--- src/rtl/flash_arbiter.sv ---
// Round-robin arbiter sharing one spi_flash_mem word reader between an
// instruction-fetch port (A) and a data/boot port (B), with a ready timeout.
module flash_arbiter #(
  parameter int unsigned TIMEOUT_CYCLES = 255,
  parameter int unsigned CNT_W          = 16
) (
  input  logic        clk,
  input  logic        reset,
  input  logic        a_req,
  input  logic [23:0] a_addr,
  output logic        a_ack,
  output logic        a_err,
  output logic [15:0] a_rdata,
  input  logic        b_req,
  input  logic [23:0] b_addr,
  output logic        b_ack,
  output logic        b_err,
  output logic [15:0] b_rdata,
  output logic        busy,
  output logic        mem_reset,
  output logic [23:0] mem_addr,
  input  logic [15:0] mem_rdata,
  input  logic        mem_ready
);

  typedef enum logic [1:0] {
    ST_IDLE    = 2'd0,
    ST_BUSY    = 2'd1,
    ST_RECOVER = 2'd2
  } state_t;

  localparam logic [CNT_W-1:0] CNT_LAST = CNT_W'(TIMEOUT_CYCLES - 1);
  localparam logic [CNT_W-1:0] CNT_ONE  = CNT_W'(1'b1);

  // Port identifiers: 1'b0 = A, 1'b1 = B.
  state_t            state_r, state_s;
  logic              grant_r, grant_s;
  logic              last_r, last_s;
  logic [CNT_W-1:0]  cnt_r, cnt_s;
  logic              win_s;
  logic              mem_reset_s, busy_s;
  logic [23:0]       mem_addr_s;
  logic              a_ack_s, a_err_s, b_ack_s, b_err_s;
  logic [15:0]       a_rdata_s, b_rdata_s;

  // Winner selection: a lone requester wins, a tie goes to the port not served last.
  always_comb begin
    win_s = 1'b0;
    if (a_req && b_req) begin
      win_s = ~last_r;
    end else if (b_req) begin
      win_s = 1'b1;
    end else begin
      win_s = 1'b0;
    end
  end

  // Next-state and next-output logic for the transaction sequencer.
  always_comb begin
    state_s     = state_r;
    grant_s     = grant_r;
    last_s      = last_r;
    cnt_s       = cnt_r;
    mem_reset_s = mem_reset;
    mem_addr_s  = mem_addr;
    busy_s      = busy;
    a_ack_s     = 1'b0;
    a_err_s     = 1'b0;
    b_ack_s     = 1'b0;
    b_err_s     = 1'b0;
    a_rdata_s   = a_rdata;
    b_rdata_s   = b_rdata;

    case (state_r)
      ST_IDLE: begin
        mem_reset_s = 1'b1;
        if (a_req || b_req) begin
          grant_s     = win_s;
          mem_addr_s  = win_s ? b_addr : a_addr;
          mem_reset_s = 1'b0;
          busy_s      = 1'b1;
          cnt_s       = '0;
          state_s     = ST_BUSY;
        end else begin
          state_s = ST_IDLE;
        end
      end

      ST_BUSY: begin
        cnt_s = cnt_r + CNT_ONE;
        // mem_ready takes priority over a timeout landing on the same cycle.
        if (mem_ready || (cnt_r == CNT_LAST)) begin
          if (grant_r) begin
            b_ack_s = 1'b1;
            b_err_s = ~mem_ready;
            if (mem_ready) begin
              b_rdata_s = mem_rdata;
            end else begin
              b_rdata_s = b_rdata;
            end
          end else begin
            a_ack_s = 1'b1;
            a_err_s = ~mem_ready;
            if (mem_ready) begin
              a_rdata_s = mem_rdata;
            end else begin
              a_rdata_s = a_rdata;
            end
          end
          last_s      = grant_r;
          mem_reset_s = 1'b1;
          busy_s      = 1'b0;
          state_s     = ST_RECOVER;
        end else begin
          state_s = ST_BUSY;
        end
      end

      // One extra reset cycle so the reader sees reset for two cycles minimum.
      ST_RECOVER: begin
        mem_reset_s = 1'b1;
        state_s     = ST_IDLE;
      end

      default: begin
        mem_reset_s = 1'b1;
        busy_s      = 1'b0;
        state_s     = ST_IDLE;
      end
    endcase
  end

  // State and registered outputs.
  always_ff @(posedge clk or posedge reset) begin
    if (reset) begin
      state_r   <= ST_IDLE;
      grant_r   <= 1'b0;
      last_r    <= 1'b1;
      cnt_r     <= '0;
      mem_reset <= 1'b1;
      mem_addr  <= 24'h000000;
      busy      <= 1'b0;
      a_ack     <= 1'b0;
      a_err     <= 1'b0;
      b_ack     <= 1'b0;
      b_err     <= 1'b0;
      a_rdata   <= 16'h0000;
      b_rdata   <= 16'h0000;
    end else begin
      state_r   <= state_s;
      grant_r   <= grant_s;
      last_r    <= last_s;
      cnt_r     <= cnt_s;
      mem_reset <= mem_reset_s;
      mem_addr  <= mem_addr_s;
      busy      <= busy_s;
      a_ack     <= a_ack_s;
      a_err     <= a_err_s;
      b_ack     <= b_ack_s;
      b_err     <= b_err_s;
      a_rdata   <= a_rdata_s;
      b_rdata   <= b_rdata_s;
    end
  end

endmodule

--- config.mk ---
export PLATFORM = sky130hd
export DESIGN_NAME = flash_arbiter
export DESIGN_NICKNAME = d
export VERILOG_FILES = /design/src/rtl/flash_arbiter.sv
export SDC_FILE = /design/constraint.sdc
export NUM_CORES = 1
export LEC_CHECK = 0
export ABC_AREA = 1
export BUFFER_PORTS_ARGS = -buffer_cell sky130_fd_sc_hd__buf_2
export CAP_MARGIN = 25
export CORE_AREA = 3 3 116 96
export DETAILED_ROUTE_END_ITERATION = 16
export DIE_AREA = 0 0 119 99
export MAX_ROUTING_LAYER = met4
export PLACE_DENSITY = 0.62
export SLEW_MARGIN = 20
export SYNTH_ARGS = -nofsm -noshare
export SYNTH_HDL_FRONTEND = slang
export SYNTH_SLANG_ARGS = --single-unit
--- constraint.sdc ---
create_clock -name clk -period 8.15 [get_ports clk]
set_input_delay 1.63 -clock clk [delete_from_list [all_inputs] [get_ports clk]]
set_output_delay 1.63 -clock clk [all_outputs]
set_load 0.005 [all_outputs]
==> impl_metrics.yaml <==
run_status:
  status: "finished clean"
cts:
  cts_tree: "yes"
  clockBufferDepth: 2
  post_cts_resized: 0
  postCtsSetupBuffers: 0
  insertion_delay_ps: 330
  htreeDepth: 3
  cts.sinks: 82
  cts-buffers-inserted: 9
  root_buffer: "clkbuf_16"
  cts_hold_buffers: 0
  clk_pin_slew_ps: 60
yosys:
  syn_nets: 507
  synth_edf_count: 0
  synth-async-reset-ratio: 1.00
  synthTopCellsByArea: "dfrtp_1 (54%), nand2_1 (11%), o21ai_0 (7.2%), nor2_1 (4.7%), inv_1 (4.6%)"
  synth_xor_area_frac: 0
  synth_top_family_by_area: "simple AND/OR/NAND/NOR gates"
  netlist_top_cells_count: "nand2_1 (106), dfrtp_1 (80), o21ai_0 (53)"
  synth_compound_area_frac: 0.147
  synth.largest_area_cell: "dfrtp_1"
  yosysSeqAreaShare: 0.554
  syn_avg_cell_area_um2: 8.50
  ys.flop_type: "dfrtp_1"
  yosysWarnings: 0
  ys_ff_latch: 82
  synthMuxAreaShare: 0
  synthCells: 436
  yosysMostFrequentCell: "nand2_1"
  yosysTopAreaCellShare: 0.540
  syn_area_um2: 3710
  synth_cell_types: 30
  synth_simple_gate_area_share: 0.214
  synthAdderAreaFrac: 0.00675
drt:
  dr.first_iter.drc_count: 180
  drt-vias-per-instance: 4.65
  avgRoutedWirePerCell_um: 12.8
  vias: 3280
  routed_wl_um: 9010
  drtAntennaViolNets: 0
  firstDrtPassIters: 4
  drc: 0
critical_path:
  rr_worst_depth: 8
  crit_required_ps: 8370
  path_max_fanout: 31
  startpoint_type: "primary input"
  r2r-end: "cnt_r[10]"
  cp_data_arrival_time_ps: 3000
  reg2reg_from: "state_r[1]"
  endpoint_kind: "flop"
  reg2reg_setup_slack_ps: 6240
  crit_type: "in2reg"
timing:
  fin_tns_setup_ps: 0
  fin_crit_ps: 2770
  relSlewSlack: 0.512
  tightest_slew_ps: 732
  hold_viol: 0
  holdWs_ps: 482
  drv_slew: 0
  fmax_mhz: 361
  fin_crit_sh: 0.340
  setup_viol: 0
  rsz0062_at_grt: "false"
  clock_skew_ps: 7.93
global_routing:
  grt_max_degree: 83
  overflow: 0
  antenna_found_initial: 0
  grtUsageTotal: 0.162
  first_global_vias: 3199
  grt_pass1_wl_um: 15200
finish:
  final_nets: 632
  n_antenna_cell: 0
  fillers: 997
  syn2layout_area_growth_pct: 28.9
  drive_gt1_frac: 0.300
floorplanning:
  num_rows: 33
  core_um2: 10100
  die_h_um: 99
  die_area_um2: 11800
  start_util: 0.366
  die_w_um: 119
  io_pins: 131
pwr:
  vdd.ir_drop.worst_uv: 145
  leakage_nw: 2.52
  powerDensity_nw_per_um2: 336
  p_total_mw: 1.60
worst_hold_path:
  worstHoldStart: "a_rdata[11]"
  worstHoldPathType: "reg2reg"
  hold_depth: 2
  worstHoldEndpoint: "a_rdata[11]"
place:
  gp_congestion: 0.803
  io_buffers: 130
  dp_hpwl_um: 6380
flow_run:
  max_cap_violations: 0
[registers in the layout, indices dropped and copies added (netlist names)]
register and cells:
last_r 1, mem_reset 1, cnt_r 16, a_rdata 16, b_ack 1, b_err 1
mem_addr 24, grant_r 1, state_r 2, a_err 1, busy 1, a_ack 1
b_rdata 16
[worst max-delay path: stages]
cell     delay [ps]
buf_2           110
o21ai_2          80
nor2_4          490
inv_2           370
nand2_1         130
nand2_1          50
o21ai_0          70
inv_1            50
[routing by layer]
layer,global-route usage,up-vias,part of all wire
met5,-,-,0
met4,0.0401,0,0.0095
met3,0.0356,10,0.053
met2,0.253,102,0.47
met1,0.216,1521,0.47
li1,-,1647,-
[kinds of logic (layout without fill, tap and decap cells)]
logic type | Yosys count | after routing
AOI/OAI and AO/OA | 103 | 103
buffers and inverters | 65 | 195
DFF | 82 | 82
and+or+nand+nor | 184 | 184
adders and majority gates | 2 | 2
[power by group]
part           total, mW  internal (mW)  switching [mW]  leakage, nW
Clock              0.448          0.286           0.162        0.158
Combinational      0.498          0.207           0.291         1.33
Sequential         0.658          0.565          0.0928         1.04
[final cells by class]
| cell class | instances | area [µm²] | area share |
|---|---|---|---|
| flip-flops and latches | 82 | 2050 | 0.430 |
| well taps | 140 | 175 | 0.0367 |
| inverters | 48 | 186 | 0.0390 |
| clock buffers | 11 | 253 | 0.0529 |
| clock inverters | 5 | 83.8 | 0.0175 |
| multi-input cells | 289 | 1360 | 0.285 |
| repair buffers | 131 | 662 | 0.139 |
[layout by cell type (no fill, tap or decap), types with 2 or more instances in the layout]
cell type,n
o21ai_1,33
nand2_2,3
nand2_1,106
nor2_4,2
nor2_1,46
buf_2,130
dfstp_2,2
ha_1,2
dfrtp_1,80
inv_6,2
o21ai_2,7
o21ai_0,53
clkbuf_8,2
a21oi_1,8
clkbuf_16,9
clkinvlp_4,2
nand3_1,15
nand4_1,5
inv_1,44
nand3_2,2
inv_2,2
bufinv_16,2
[stage by stage]
step / util / std cells / setup slack (ps) / area (µm²)
after floorplan: - / 436 / 4410 / 3710
after global placement: 0.439 / 690 / 5060 / 4440
after detailed placement: 0.439 / 690 / 5000 / 4440
after CTS: 0.472 / 706 / 5360 / 4770
after global routing: 0.472 / 706 / 5220 / 4780
final: 0.472 / 706 / 5380 / 4780
[worst max path at each step]
| stage | start | end | slack, ps | cells after the start |
|---|---|---|---|---|
| 2_1_floorplan | reset | a_ack | 4410 | 1 |
| 3_3_place_gp | b_req | cnt_r[10] | 5060 | 8 |
| 3_5_place_dp | b_req | cnt_r[10] | 5000 | 8 |
| 4_1_cts | b_req | cnt_r[10] | 5360 | 8 |
| 5_1_grt | b_req | cnt_r[10] | 5220 | 8 |
| 6_report | b_req | cnt_r[10] | 5380 | 8 |
Note: power is estimated with default switching activity, not from simulation.
